File: config.mk
export PLATFORM = sky130hd
export DESIGN_NAME = stomach_flat
export DESIGN_NICKNAME = d
export VERILOG_FILES = /design/src/rtl/stomach_if.sv /design/src/rtl/stomach.sv /design/src/flat_wrapper.sv
export SDC_FILE = /design/constraint.sdc
export NUM_CORES = 1
export LEC_CHECK = 0
export BUFFER_PORTS_ARGS = -buffer_cell sky130_fd_sc_hd__buf_4
export CAP_MARGIN = 5
export CORE_AREA = 8 8 205 207
export CTS_CLUSTER_SIZE = 8
export DETAILED_ROUTE_END_ITERATION = 10
export DIE_AREA = 0 0 213 215
export SYNTH_ARGS = -nofsm -noshare
export SYNTH_HDL_FRONTEND = slang
export SYNTH_SLANG_ARGS = --single-unit
File: constraint.sdc
create_clock -name clk -period 4.1 [get_ports clk]
set_clock_uncertainty 0.2 [all_clocks]
set_input_delay 0.41 -clock clk [delete_from_list [all_inputs] [get_ports clk]]
set_output_delay 0.41 -clock clk [all_outputs]
set_load 0.02 [all_outputs]
File: src/rtl/stomach_if.sv
// Request bus from the scratchpad bank arbiter into one stomach stage.
// The master drives a word access; the slave answers with req_ready.
interface stomach_if #(
  parameter int ADDR_W = 10,
  parameter int DATA_W = 128
);
  logic              req_valid;
  logic              req_ready;
  logic              req_write;
  logic              req_src;
  logic [ADDR_W-1:0] req_addr;
  logic [DATA_W-1:0] req_wdata;

  modport master (
    output req_valid, req_write, req_src, req_addr, req_wdata,
    input  req_ready
  );

  modport slave (
    input  req_valid, req_write, req_src, req_addr, req_wdata,
    output req_ready
  );
endinterface

File: src/rtl/stomach.sv
// Scratchpad bank stage: issues accepted requests to the SRAM macro and
// tracks their metadata through a fixed-latency pipe into an ordered result register.
module stomach #(
  parameter logic [1:0] IDX    = '0,
  parameter int         RD_LAT = 2,
  parameter int         ADDR_W = 10,
  parameter int         DATA_W = 128
) (
  input  logic              clk,
  input  logic              rst,
  stomach_if.slave          req,
  input  logic              sram_gnt,
  output logic              sram_en,
  output logic              sram_we,
  output logic [ADDR_W-1:0] sram_addr,
  output logic [DATA_W-1:0] sram_wdata,
  input  logic [DATA_W-1:0] sram_rdata,
  output logic              res_valid,
  output logic              res_write,
  output logic              res_src,
  output logic [DATA_W-1:0] res_rdata,
  output logic [2:0]        inflight_cnt,
  output logic              idle
);

  if (RD_LAT < 1 || RD_LAT > 4) begin : g_bad_rd_lat
    $error("stomach[%0d]: RD_LAT must be 1..4", IDX);
  end

  logic              accept;
  logic [RD_LAT-1:0] meta_v;
  logic [RD_LAT-1:0] meta_w;
  logic [RD_LAT-1:0] meta_s;
  logic              retire_v;
  logic              retire_w;
  logic              retire_s;

  assign req.req_ready = sram_gnt && !rst;
  assign accept        = req.req_valid && req.req_ready;

  always_comb begin
    sram_en    = accept;
    sram_we    = accept && req.req_write;
    sram_addr  = req.req_addr;
    sram_wdata = req.req_wdata;
  end

  // The tail stage never stalls, so the metadata pipe shifts every cycle.
  always_ff @(posedge clk) begin
    if (rst) begin
      meta_v <= '0;
      meta_w <= '0;
      meta_s <= '0;
    end else begin
      meta_v[0] <= accept;
      meta_w[0] <= accept && req.req_write;
      meta_s[0] <= accept && req.req_src;
      for (int i = 1; i < RD_LAT; i++) begin
        meta_v[i] <= meta_v[i-1];
        meta_w[i] <= meta_w[i-1];
        meta_s[i] <= meta_s[i-1];
      end
    end
  end

  assign retire_v = meta_v[RD_LAT-1];
  assign retire_w = meta_w[RD_LAT-1];
  assign retire_s = meta_s[RD_LAT-1];

  always_ff @(posedge clk) begin
    if (rst) begin
      res_valid <= 1'b0;
      res_write <= 1'b0;
      res_src   <= 1'b0;
      res_rdata <= '0;
    end else begin
      res_valid <= retire_v;
      res_write <= retire_v && retire_w;
      res_src   <= retire_v && retire_s;
      res_rdata <= (retire_v && !retire_w) ? sram_rdata : '0;
    end
  end

  always_ff @(posedge clk) begin
    if (rst) begin
      inflight_cnt <= '0;
    end else if (accept && !retire_v) begin
      inflight_cnt <= inflight_cnt + 3'd1;
    end else if (!accept && retire_v) begin
      inflight_cnt <= inflight_cnt - 3'd1;
    end
  end

  assign idle = (inflight_cnt == 3'd0) && !res_valid;

endmodule

File: src/flat_wrapper.sv
// flat-port wrapper written by rule: the top's interface ports become plain ports
module stomach_flat 
#(
  parameter logic [1:0] IDX    = '0,
  parameter int         RD_LAT = 2,
  parameter int         ADDR_W = 10,
  parameter int         DATA_W = 128
)
  (clk, rst, sram_gnt, sram_en, sram_we, sram_addr, sram_wdata, sram_rdata, res_valid, res_write, res_src, res_rdata, inflight_cnt, idle, req_req_valid, req_req_write, req_req_src, req_req_addr, req_req_wdata, req_req_ready);
  stomach_if #(.ADDR_W(ADDR_W), .DATA_W(DATA_W)) req_i ();
  input  logic clk;
  input  logic rst;
  input  logic sram_gnt;
  output logic sram_en;
  output logic sram_we;
  output logic [ADDR_W-1:0] sram_addr;
  output logic [DATA_W-1:0] sram_wdata;
  input  logic [DATA_W-1:0] sram_rdata;
  output logic res_valid;
  output logic res_write;
  output logic res_src;
  output logic [DATA_W-1:0] res_rdata;
  output logic [2:0] inflight_cnt;
  output logic idle;
  input wire logic [$bits(req_i.req_valid)-1:0] req_req_valid;
  input wire logic [$bits(req_i.req_write)-1:0] req_req_write;
  input wire logic [$bits(req_i.req_src)-1:0] req_req_src;
  input wire logic [$bits(req_i.req_addr)-1:0] req_req_addr;
  input wire logic [$bits(req_i.req_wdata)-1:0] req_req_wdata;
  output wire logic [$bits(req_i.req_ready)-1:0] req_req_ready;
  assign req_i.req_valid = req_req_valid;
  assign req_i.req_write = req_req_write;
  assign req_i.req_src = req_req_src;
  assign req_i.req_addr = req_req_addr;
  assign req_i.req_wdata = req_req_wdata;
  assign req_req_ready = req_i.req_ready;
  stomach #(.IDX(IDX), .RD_LAT(RD_LAT), .ADDR_W(ADDR_W), .DATA_W(DATA_W)) u_core (.clk(clk), .rst(rst), .req(req_i), .sram_gnt(sram_gnt), .sram_en(sram_en), .sram_we(sram_we), .sram_addr(sram_addr), .sram_wdata(sram_wdata), .sram_rdata(sram_rdata), .res_valid(res_valid), .res_write(res_write), .res_src(res_src), .res_rdata(res_rdata), .inflight_cnt(inflight_cnt), .idle(idle));
endmodule
Word level (Yosys, flattened, before mapping)
Index checks and enable logic that the tools add are counted.
{"block": "word_totals", "input_bits": 272, "output_inout_bits": 276, "word_cells": 31, "reg_bits": 140}
{"block": "classes", "addsub": 2, "muxes": 2, "n_bitwise": 1, "reduce_logical": 18}
{"operator": "logical AND 1 bit", "count": 10}
{"operator": "two-way mux 3 bit", "count": 2}
{"operator": "zero test 1 bit", "count": 5}
{"operator": "adder 3 x 1 -> 3 bit, second input constant", "count": 1}
{"operator": "zero test 3 bit", "count": 1}
{"operator": "subtractor 3 x 1 -> 3 bit, second input constant", "count": 1}
{"operator": "nonzero test 2 bit", "count": 1}
{"operator": "OR reduction 2 bit", "count": 1}
{"operator": "inverter 1 bit", "count": 1}

Logic depth before layout (Yosys ltp)
Gate-level depths: netlist (run 1).
{"block": "depth", "ltp_word": 7, "mapped_depth": 9, "depth_no_buf": 8}

Worst setup path before layout (run 1)
Ideal clock, no wire load.
{"block": "synth_path", "kind": "input to register", "start": "input port rst", "end": "register u_core.inflight_cnt[2]", "arrival_ns": 2.542, "path_stages": 9, "path_slack_ns": 1.288, "required_ns": 3.830, "cell_sequence": "buf_2 nor2b_1 and2_1 ha_1 inv_1 fa_1 xor2_1 or3_1 a21oi_1"}
{"block": "synth_between", "elab_chain_cells": 6, "word_cells_on_any_way": 8}
{"element": "start: declaration", "line": "flat_wrapper.sv:12", "rtl": "input logic rst;"}
{"element": "zero test 1 bit *", "line": "stomach.sv:38", "rtl": "assign req.req_ready = sram_gnt && !rst;"}
{"element": "logical AND 1 bit *", "line": "stomach.sv:38"}
{"element": "via req_req_ready", "line": "flat_wrapper.sv:30", "rtl": "output wire logic [$bits(req_i.req_ready)-1:0] req_req_ready;"}
{"element": "logical AND 1 bit *", "line": "stomach.sv:39", "rtl": "assign accept = req.req_valid && req.req_ready;"}
{"element": "via sram_en", "line": "flat_wrapper.sv:14", "rtl": "output logic sram_en;"}
{"element": "zero test 1 bit", "line": "stomach.sv:89", "rtl": "end else if (!accept && retire_v) begin"}
{"element": "logical AND 1 bit", "line": "stomach.sv:89"}
{"element": "nonzero test 2 bit (no source line)"}
{"element": "end signal: assignment", "line": "stomach.sv:88", "rtl": "inflight_cnt <= inflight_cnt + 3'd1;"}
{"element": "end signal: assignment", "line": "stomach.sv:90", "rtl": "inflight_cnt <= inflight_cnt - 3'd1;"}
{"element": "end: declaration", "line": "stomach.sv:22", "rtl": "output logic [2:0] inflight_cnt,"}
Mark *: on every way through the listed nets, which the timed path passes. The rest lies on a longest branch.
A chain may end at the register's enable or synchronous reset.

Worst setup path after layout (run 1)
{"block": "layout_path", "start": "input port rst", "end": "register u_core.inflight_cnt[2]"}
{"block": "layout_between", "elab_chain_cells": 6, "word_cells_on_any_way": 8}
{"element": "zero test 1 bit", "line": "stomach.sv:38"}
{"element": "logical AND 1 bit", "line": "stomach.sv:38"}
{"element": "logical AND 1 bit", "line": "stomach.sv:39"}
{"element": "zero test 1 bit", "line": "stomach.sv:89"}
{"element": "logical AND 1 bit", "line": "stomach.sv:89"}
{"element": "nonzero test 2 bit (no source line)"}
Several ways; a longest one is shown, not always the timed one.

==> results of run 1 <==
registers in the layout, summed over array words and instances, names as in the netlist:
name	count
u_core.res_src	1
u_core.inflight_cnt	3
u_core.meta_s	2
u_core.res_write	1
u_core.res_valid	1
u_core.meta_w	2
u_core.meta_v	2
u_core.res_rdata	128
per-layer routing:
| layer | up-vias | wire (um) | GRT usage (%) |
|---|---|---|---|
| li1 | 1757 | - | - |
| met1 | 1666 | 6150 | 7.06 |
| met2 | 365 | 13000 | 19.0 |
| met4 | 4 | 1100 | 5.61 |
| met3 | 75 | 5610 | 10.6 |
| met5 | - | 22 | 0.333 |
timing repair:
item                       in CTS  in global routing
setup endpoints to repair       0                  0
hold endpoints to repair      137                  0
hold buffers                  133                  0
layout make-up:
type	count	area [sq um]
fillers	4132	30500
repair buffers	405	3390
flip-flops and latches	140	2800
multi-input cells	152	980
well taps	525	657
clock buffers	20	457
clock inverters	11	191
inverters	2	7.51
diodes	2	5.00
cell families (layout without fill, tap and decap cells):
logic type,after synthesis,in the layout,share of synthesized area (%)
DFF,140,140,57.2
and+or+nand+nor,145,145,18.4
xor gates and xnor gates,2,2,0.358
other,0,2,0
adders and majority gates,2,2,0.664
muxes,1,1,0.204
AOI/OAI and AO/OA,2,2,0.204
buffers and inverters,155,438,22.9
synth_stat cells:
cell type / instances / area share [%]
dfxtp_1: 140 / 57
buf_4: 139 / 21
and2_1: 132 / 17
buf_2: 14 / 1.4
nor2b_1: 4 / 0.51
and3_1: 3 / 0.38
nor2_1: 3 / 0.23
xor2_1: 2 / 0.36
a21oi_1: 1 / 0.10
fa_1: 1 / 0.41
ha_1: 1 / 0.26
inv_1: 1 / 0.077
inv_2: 1 / 0.077
mux2i_1: 1 / 0.20
nor3_2: 1 / 0.20
nor4_1: 1 / 0.13
o21ai_0: 1 / 0.10
or3_1: 1 / 0.13
metrics by stage:
| stage | std cells | total power, mW |
|---|---|---|
| floorplan | 447 | 1.66 |
| global placement | 1091 | 1.59 |
| detailed placement | 1091 | 1.60 |
| CTS | 1255 | 3.44 |
| global route | 1257 | 3.51 |
| finish | 1257 | 3.36 |
critical path: stages:
cell and delay, ps:
dlygate4sd3_1 540, buf_4 170, nor2b_1 260, and2_1 200, ha_1 180, inv_1 60, fa_1 370, xor2_1 170
or3_1 300, a21oi_1 140
power breakdown:
part / switching [mW] / leakage [nW] / internal, mW / total [mW]
registers: 0.00780 / 1.13 / 1.38 / 1.39
clock network: 0.584 / 0.308 / 1.10 / 1.69
logic: 0.0896 / 2.42 / 0.197 / 0.287
path summary, 6_finish.rpt:
check / endpoint / startpoint / depth (start not counted) / slack [ps]
worst max-delay path: u_core.inflight_cnt[2] / rst / 10 / 1480
worst min-delay path: u_core.res_src / u_core.meta_s[1] / 1 / 230
worst max register to register: u_core.inflight_cnt[2] / u_core.meta_v[1] / 7 / 2220
worst min register to register: u_core.res_src / u_core.meta_s[1] / 1 / 230
==> impl_metrics.toml, run 1 <==
[drt]
drc = 0
wire_per_inst_um = 20.6
vias = 3867
routed_wl_mm = 25.8
drt_first_pass_iters = 4
ant_nets = 0
vias_per_cell = 3.08
drt-initial-drc-count = 176

[cells_and_area]
syn2layout_area_growth_pct = 73.3
nets = 992
drive_above_1_share_pct = 41.6
utilization_pct = 21.8
layout_commonest_cell = "buf_4"
fin_area_sq_um = 8490
layout_common_cells = "271 x buf_4, 140 x dfxtp_1, 133 x dlygate4sd3_1"

[place]
io_buffers = 271
globalplace.congestion = 0.812
post-place-ws_ps = 1600
dp_hpwl_mm = 20.9
postPlaceCellArea_sq_um = 6500

[timing]
finalCritPeriodShare_pct = 64.0
tightest_slew_ps = 457
relSlewSlack_pct = 69.5
rsz0062_at_grt = "no"
fin_setup_tns_ps = 0
fin_crit_ps = 2620
setup_ws_ps = 1480
max_freq_ghz = 0.381
setup_viol = 0
drv_slew = 0
whs_ps = 233
finalHoldViolations = 0

[die]
die_area_sq_um = 45800
core_sq_um = 39000
start_util_pct = 12.6
num_rows = 73
die_width_um = 213
ioPinCount = 548
fp.dieH_um = 215

[clock_network]
htreeDepth = 4
numCtsBuffers = 17
path_clk_slew_ps = 50
cts_buffer_depth = 2
clk_latency_ps = 430
cts_root_buffer = "clkbuf_16"
cts.sinks = 140
postCtsSetupRepairBufs = 0
cts_resized = 0
cts_tree = "built"

[critical_path]
cp.required_ps = 4260
worstSetupStartpointType = "primary input"
cp.arrival_ps = 2790
path_max_fanout = 9
setup.worst_path.end_class = "flip-flop"
critical_path_class = "in -> reg"

[grt]
track_usage_pct = 10.8
grt_pass1_wl_mm = 33.7
overflow = 0
grt_pass1_vias = 4205
antenna_found_initial = 5
grt_max_degree = 124

[logic_synthesis]
synth_fp_nets = 721
netlist-cell-type-count = 18
synth_seq_cells = 140
syn-instance-count = 447
netlist_area_sq_um = 4900
syn_avg_cell_area_sq_um = 11.0
yosysWarnings = 0
seq_area_frac_synth_pct = 57.2

[power]
peakVddDrop_mv = 0.262
p_leak_nw = 3.86
powerDensity_nw_per_um2 = 396

[run]
cap_viol_max_count = 0

[run_status]
status = "finished clean"

[worst_hold_path]
hold_class = "reg -> reg"
No activity file was read; power rests on OpenSTA's default activity.
==> run 2, diff against run 1 <==
--- a/config.mk
+++ b/config.mk
@@ -5,12 +5,13 @@
 export SDC_FILE = /design/constraint.sdc
 export NUM_CORES = 1
 export LEC_CHECK = 0
+export ABC_AREA = 1
 export BUFFER_PORTS_ARGS = -buffer_cell sky130_fd_sc_hd__buf_4
 export CAP_MARGIN = 5
-export CORE_AREA = 8 8 205 207
+export CORE_AREA = 8 8 206 208
 export CTS_CLUSTER_SIZE = 8
 export DETAILED_ROUTE_END_ITERATION = 10
-export DIE_AREA = 0 0 213 215
+export DIE_AREA = 0 0 214 216
 export SYNTH_ARGS = -nofsm -noshare
 export SYNTH_HDL_FRONTEND = slang
 export SYNTH_SLANG_ARGS = --single-unit
==> constraint.sdc (replaced) <==
create_clock -name clk -period 2.72 [get_ports clk]
set_clock_uncertainty 0.2 [all_clocks]
set_input_delay 0.272 -clock clk [delete_from_list [all_inputs] [get_ports clk]]
set_output_delay 0.272 -clock clk [all_outputs]
set_load 0.02 [all_outputs]
==> run 2 against run 1 <==
  * Sequential cell count did not move
  * Sequential power is 50% higher
  * Worst hold slack got worse by 160 ps
  * Synthesized cell count rose by 33%
  * Sequential share of layout area is 3.4 points lower
  * Combinational power increased by 90%
==> impl_metrics.toml, run 2 <==
[critical_path]
reg2reg_depth = 10
path_buf_inv = 6
worstSetupStartpointType = "primary input"
rrSetupSlack_ps = 1050
crit_family = "buffers and inverters"
max_stage_delay_ps = 530
critical_path_class = "in -> reg"
setup.worst_path.end_class = "flip-flop"
crit_top_cell = "inv_1"
cp.arrival_ps = 2300
cp.required_ps = 2850
r2r_end = "u_core.inflight_cnt[2]"
cp_cell_sequence = "dlygate4sd3_1, buf_4, nor2_1, nand2_1, inv_1, ha_1, inv_1, fa_1, inv_1, nand2_1, nand3_1, nand2_1, inv_1, nor2_1"
slowest_stage = "dlygate4sd3_1"
reg2reg_from = "u_core.meta_v[1]"
path_max_fanout = 9

[logic_synthesis]
yosysWarnings = 0
synth_seq_cells = 140
netlist-cell-type-count = 19
syn-instance-count = 593
ys.flop_type = "dfxtp_1"
synth-edff-count = 0
netlist_area_sq_um = 6040
synth_fp_nets = 867
synth_area_leader_cell = "dfxtp_1"
synth.area.top_cells = "dfxtp_1 46%, nor2_4 19%, buf_4 17%, inv_1 8.9%, buf_12 3.6%"
syn_avg_cell_area_sq_um = 10.2
yosys-top-cells-count = "143 x inv_1, 140 x dfxtp_1, 138 x buf_4"
yosysTopAreaCellShare_pct = 46.4
async_flop_share_pct = 0
seq_area_frac_synth_pct = 46.4
synth.most_common_cell = "inv_1"

[cells_and_area]
syn2layout_area_growth_pct = 56.5
largest_reg_flops = 128
top_register = "u_core.res_rdata"
final_cells = 1405
layout_common_cells = "273 x buf_4, 143 x inv_1, 140 x dfxtp_1"
multi_input_area_sq_um = 1410
layout_commonest_cell = "buf_4"
nets = 1143
num-fill-cells = 4062
drive_above_1_share_pct = 46.4
n_antenna_cell = 0
register_area_sq_um = 2800
largest_registers = "u_core.res_rdata x128, u_core.inflight_cnt x3"

[die]
die_width_um = 214
ioPinCount = 548
start_util_pct = 15.4
fp.dieH_um = 216
die_area_sq_um = 46200
core_sq_um = 39200
num_rows = 73

[drt]
routed_wl_mm = 26.4
wire_per_inst_um = 18.8
ant_nets = 0
drt_first_pass_iters = 5
drt-initial-drc-count = 238
vias_per_cell = 3.12
drc = 0
vias = 4380

[clock_network]
numCtsBuffers = 17
cts.sinks = 140
cts_resized = 0
clk_latency_ps = 430
cts_root_buffer = "clkbuf_16"
postCtsSetupRepairBufs = 0
path_clk_slew_ps = 60
cts_buffer_depth = 2
cts_tree = "built"
htreeDepth = 4

[timing]
drv_slew = 0
fin_crit_ps = 2170
relSlewSlack_pct = 68.2
max_freq_ghz = 0.461
finalCritPeriodShare_pct = 79.7
rsz0062_at_grt = "no"
fin_setup_tns_ps = 0
setup_viol = 0
tightest_slew_ps = 476
finalHoldViolations = 0

[run_status]
status = "finished clean"

[power]
powerDensity_nw_per_um2 = 531
peakVddDrop_mv = 0.413
p_leak_nw = 4.52

[grt]
grt_pass1_vias = 4966
overflow = 0
grt_max_degree = 44
grt_pass1_wl_mm = 36.8
track_usage_pct = 11.2
antenna_found_initial = 0

[worst_hold_path]
hold_path_end = "u_core.meta_v[0]"
min_from = "sram_gnt"
hold_class = "in -> reg"
min_path_cells = 5

[place]
dp_hpwl_mm = 21.0
io_buffers = 271
placed_cells = 1241
globalplace.congestion = 0.776

[run]
cap_viol_max_count = 0
[run 2: changes by cell type after synthesis, sizes merged, moves of 3 or more]
cell   before  now
nor2b       4    0
nand2       0    7
and2      132    0
nor2        3  141
and3        3    0
inv         2  144
[run 2: cells by family after synthesis]
family / Yosys count / synth area share [%]
AO/OA/AOI/OAI: 1 / 0.0827
AND/OR/NAND/NOR: 152 / 22.4
adder cells (fa/ha/maj): 2 / 0.538
XOR/XNOR: 1 / 0.145
buffers and inverters: 297 / 30.5
flip-flops: 140 / 46.4
[run 2: area by class of cell]
cell class / instances / share of cell area [%]
Timing Repair Buffer: 410 / 36.5
Clock buffer: 20 / 4.83
Clock inverter: 10 / 1.48
Sequential cell: 140 / 29.6
Inverter: 144 / 5.72
Tap cell: 525 / 6.95
Multi-Input combinational cell: 156 / 14.9
[run 2: what timing repair did]
action                     CTS  global route
setup endpoints to repair    0             0
hold endpoints to repair   140             0
hold buffers               134             0
[run 2: worst max path at each step]
stage	startpoint	end	slack (ps)	cells after the start
finish	rst	u_core.inflight_cnt[2]	550	14
global route	rst	u_core.inflight_cnt[2]	320	14
CTS	rst	u_core.inflight_cnt[2]	600	14
detailed placement	rst	u_core.inflight_cnt[2]	670	13
global placement	rst	u_core.inflight_cnt[2]	670	13
floorplan	rst	u_core.inflight_cnt[2]	390	13
[run 2: per-layer routing]
layer  part of all wire (%)  up-vias  GRT usage, %
li1                       -     2058             -
met1                     23     1899          7.05
met2                     55      355          21.3
met3                     18       68          9.85
met4                    3.8        0          5.41
met5                      0        -             0
[run 2: tightest hold or removal path, stage by stage]
cell and delay, ps:
buf_4 110, inv_1 40, nor2_1 40, nand2_1 130, inv_1 50
[run 2: power by group]
part	switching, mW	internal (mW)	total (mW)
registers	0.0118	2.08	2.09
clock network	0.907	1.48	2.39
logic	0.229	0.317	0.546
[run 2: per-stage QoR]
stage	setup slack, ps	hold slack [ps]	power (mW)	util, %	area, sq um
6_report	552	68.2	5.02	24.1	9460
5_1_grt	316	121	5.26	24.1	9460
4_1_cts	598	22.4	5.14	24.1	9460
3_5_place_dp	666	198	2.52	19.2	7520
3_3_place_gp	669	199	2.51	19.2	7520
2_1_floorplan	385	184	2.61	-	6040
==> run 3, diff against run 2 <==
==> constraint.sdc (replaced) <==
create_clock -name clk -period 2.1 [get_ports clk]
set_clock_uncertainty 0.2 [all_clocks]
set_input_delay 0.21 -clock clk [delete_from_list [all_inputs] [get_ports clk]]
set_output_delay 0.21 -clock clk [all_outputs]
set_load 0.02 [all_outputs]
==> run 3 against run 2 <==
  * Sequential cell count stayed put
  * Non-clock buffer count rose by 5
  * Worst hold slack improved by 140 ps
  * Largest cell class unchanged
  * Largest power group unchanged
==> impl_metrics.toml, run 3 (same netlist as run 2, synthesis figures left out) <==
[run_status]
status = "finished clean"

[clock_network]
cts_buffer_depth = 2
path_clk_slew_ps = 60
cts_tree = "built"
htreeDepth = 4
cts_root_buffer = "clkbuf_16"
numCtsBuffers = 17
cts.sinks = 140
clk_latency_ps = 420

[place]
dp_hpwl_mm = 20.0
globalplace.congestion = 0.837
io_buffers = 271

[power]
peakVddDrop_mv = 0.502
p_leak_nw = 4.56
powerDensity_nw_per_um2 = 685
power_mw = 6.54

[critical_path]
reg2reg_from = "u_core.meta_v[1]"
crit_path_start = "rst"
cp.required_ps = 2220
setup.worst_path.end_class = "flip-flop"
path_max_fanout = 5
cp.arrival_ps = 2060
worstSetupStartpointType = "primary input"
critical_path_class = "in -> reg"

[grt]
grt_pass1_vias = 4822
grt_pass1_wl_mm = 34.6
track_usage_pct = 10.4
overflow = 0
antenna_found_initial = 0
grt_max_degree = 26

[timing]
fin_setup_tns_ps = 0
relSlewSlack_pct = 72.8
setup_viol = 0
finalHoldViolations = 0
rsz0062_at_grt = "no"
drv_slew = 0
max_freq_ghz = 0.516
fin_crit_ps = 1940
finalCritPeriodShare_pct = 92.3
tightest_slew_ps = 407

[cells_and_area]
layout_common_cells = "275 x buf_4, 142 x inv_1, 140 x dfxtp_1"
n_antenna_cell = 0
largest_registers = "u_core.res_rdata x128, u_core.inflight_cnt x3"
nets = 1148
largest_reg_flops = 128
layout_commonest_cell = "buf_4"
syn2layout_area_growth_pct = 58.0
drive_above_1_share_pct = 47.2
num-fill-cells = 4069
top_register = "u_core.res_rdata"

[die]
die_width_um = 214
die_area_sq_um = 46200
core_sq_um = 39200
ioPinCount = 548
fp.dieH_um = 216
start_util_pct = 15.4
num_rows = 73

[drt]
vias_per_cell = 3.09
ant_nets = 0
drt_first_pass_iters = 4
vias = 4363
routed_wl_mm = 24.9
drc = 0
drt-initial-drc-count = 153
wire_per_inst_um = 17.6

[worst_hold_path]
min_from = "u_core.meta_w[0]"
hold_class = "reg -> reg"

[run]
cap_viol_max_count = 0
==> run 3: stage by stage <==
| step | setup WS (ps) | utilization, % | cells | cell area [sq um] | hold WS, ps |
|---|---|---|---|---|---|
| after floorplan | 59.8 | - | 593 | 6050 | 122 |
| after global placement | 190 | 19.3 | 1245 | 7580 | 196 |
| after detailed placement | 182 | 19.3 | 1245 | 7580 | 199 |
| after CTS | 104 | 24.4 | 1411 | 9540 | 204 |
| after global routing | 20.7 | 24.4 | 1411 | 9550 | 220 |
| final | 161 | 24.4 | 1411 | 9550 | 204 |
==> run 3: path summary, 6_finish.rpt <==
check                      endpoint  slack [ps]  depth (start not counted)
max          u_core.inflight_cnt[2]         160                         14
min reg2reg        u_core.meta_w[1]         200                          2
min                u_core.meta_w[1]         200                          2
max reg2reg  u_core.inflight_cnt[1]         410                          6
==> run 3: timing repair <==
item                                    in CTS  in global routing
endpoints found under the setup margin       0                  1
hold buffers                               135                  0
endpoints found under the hold margin      138                  0
buffers inserted                             0                  0
gates resized for setup                      0                  4
==> run 3: metal layers <==
layer  up-vias  track usage (%)  part of all wire [%]
met5         -                0                     0
met4         0             5.27                   3.3
met3        50             7.45                    15
met2       352             20.1                    56
met1      1892             7.20                    25
li1       2069                -                     -
==> run 3: area by class of cell <==
| type | instances | area (sq um) | area share [%] |
|---|---|---|---|
| timing repair buffer | 415 | 3520 | 36.8 |
| sequential | 140 | 2800 | 29.4 |
| multi-input combinational | 156 | 1420 | 14.9 |
| tap | 525 | 657 | 6.88 |
| inverter | 144 | 541 | 5.66 |
| clock buffer | 21 | 470 | 4.93 |
| clock inverter | 10 | 140 | 1.47 |
==> run 3: worst max-delay path, cell delays in order <==
cell and delay, ps:
dlygate4sd3_1 540, buf_4 150, nor2_4 110, nand2_2 80, inv_2 70, ha_2 170
inv_1 60, fa_2 340, inv_1 60, nand2_1 60, nand3_1 80, nand2_1 50
inv_1 50, nor2_1 30
==> run 3: where the power goes <==
group | switching [mW] | internal (mW)
sequential | 0.0161 | 2.69
combinational | 0.299 | 0.417
clock | 1.17 | 1.95
total | 1.48 | 5.06
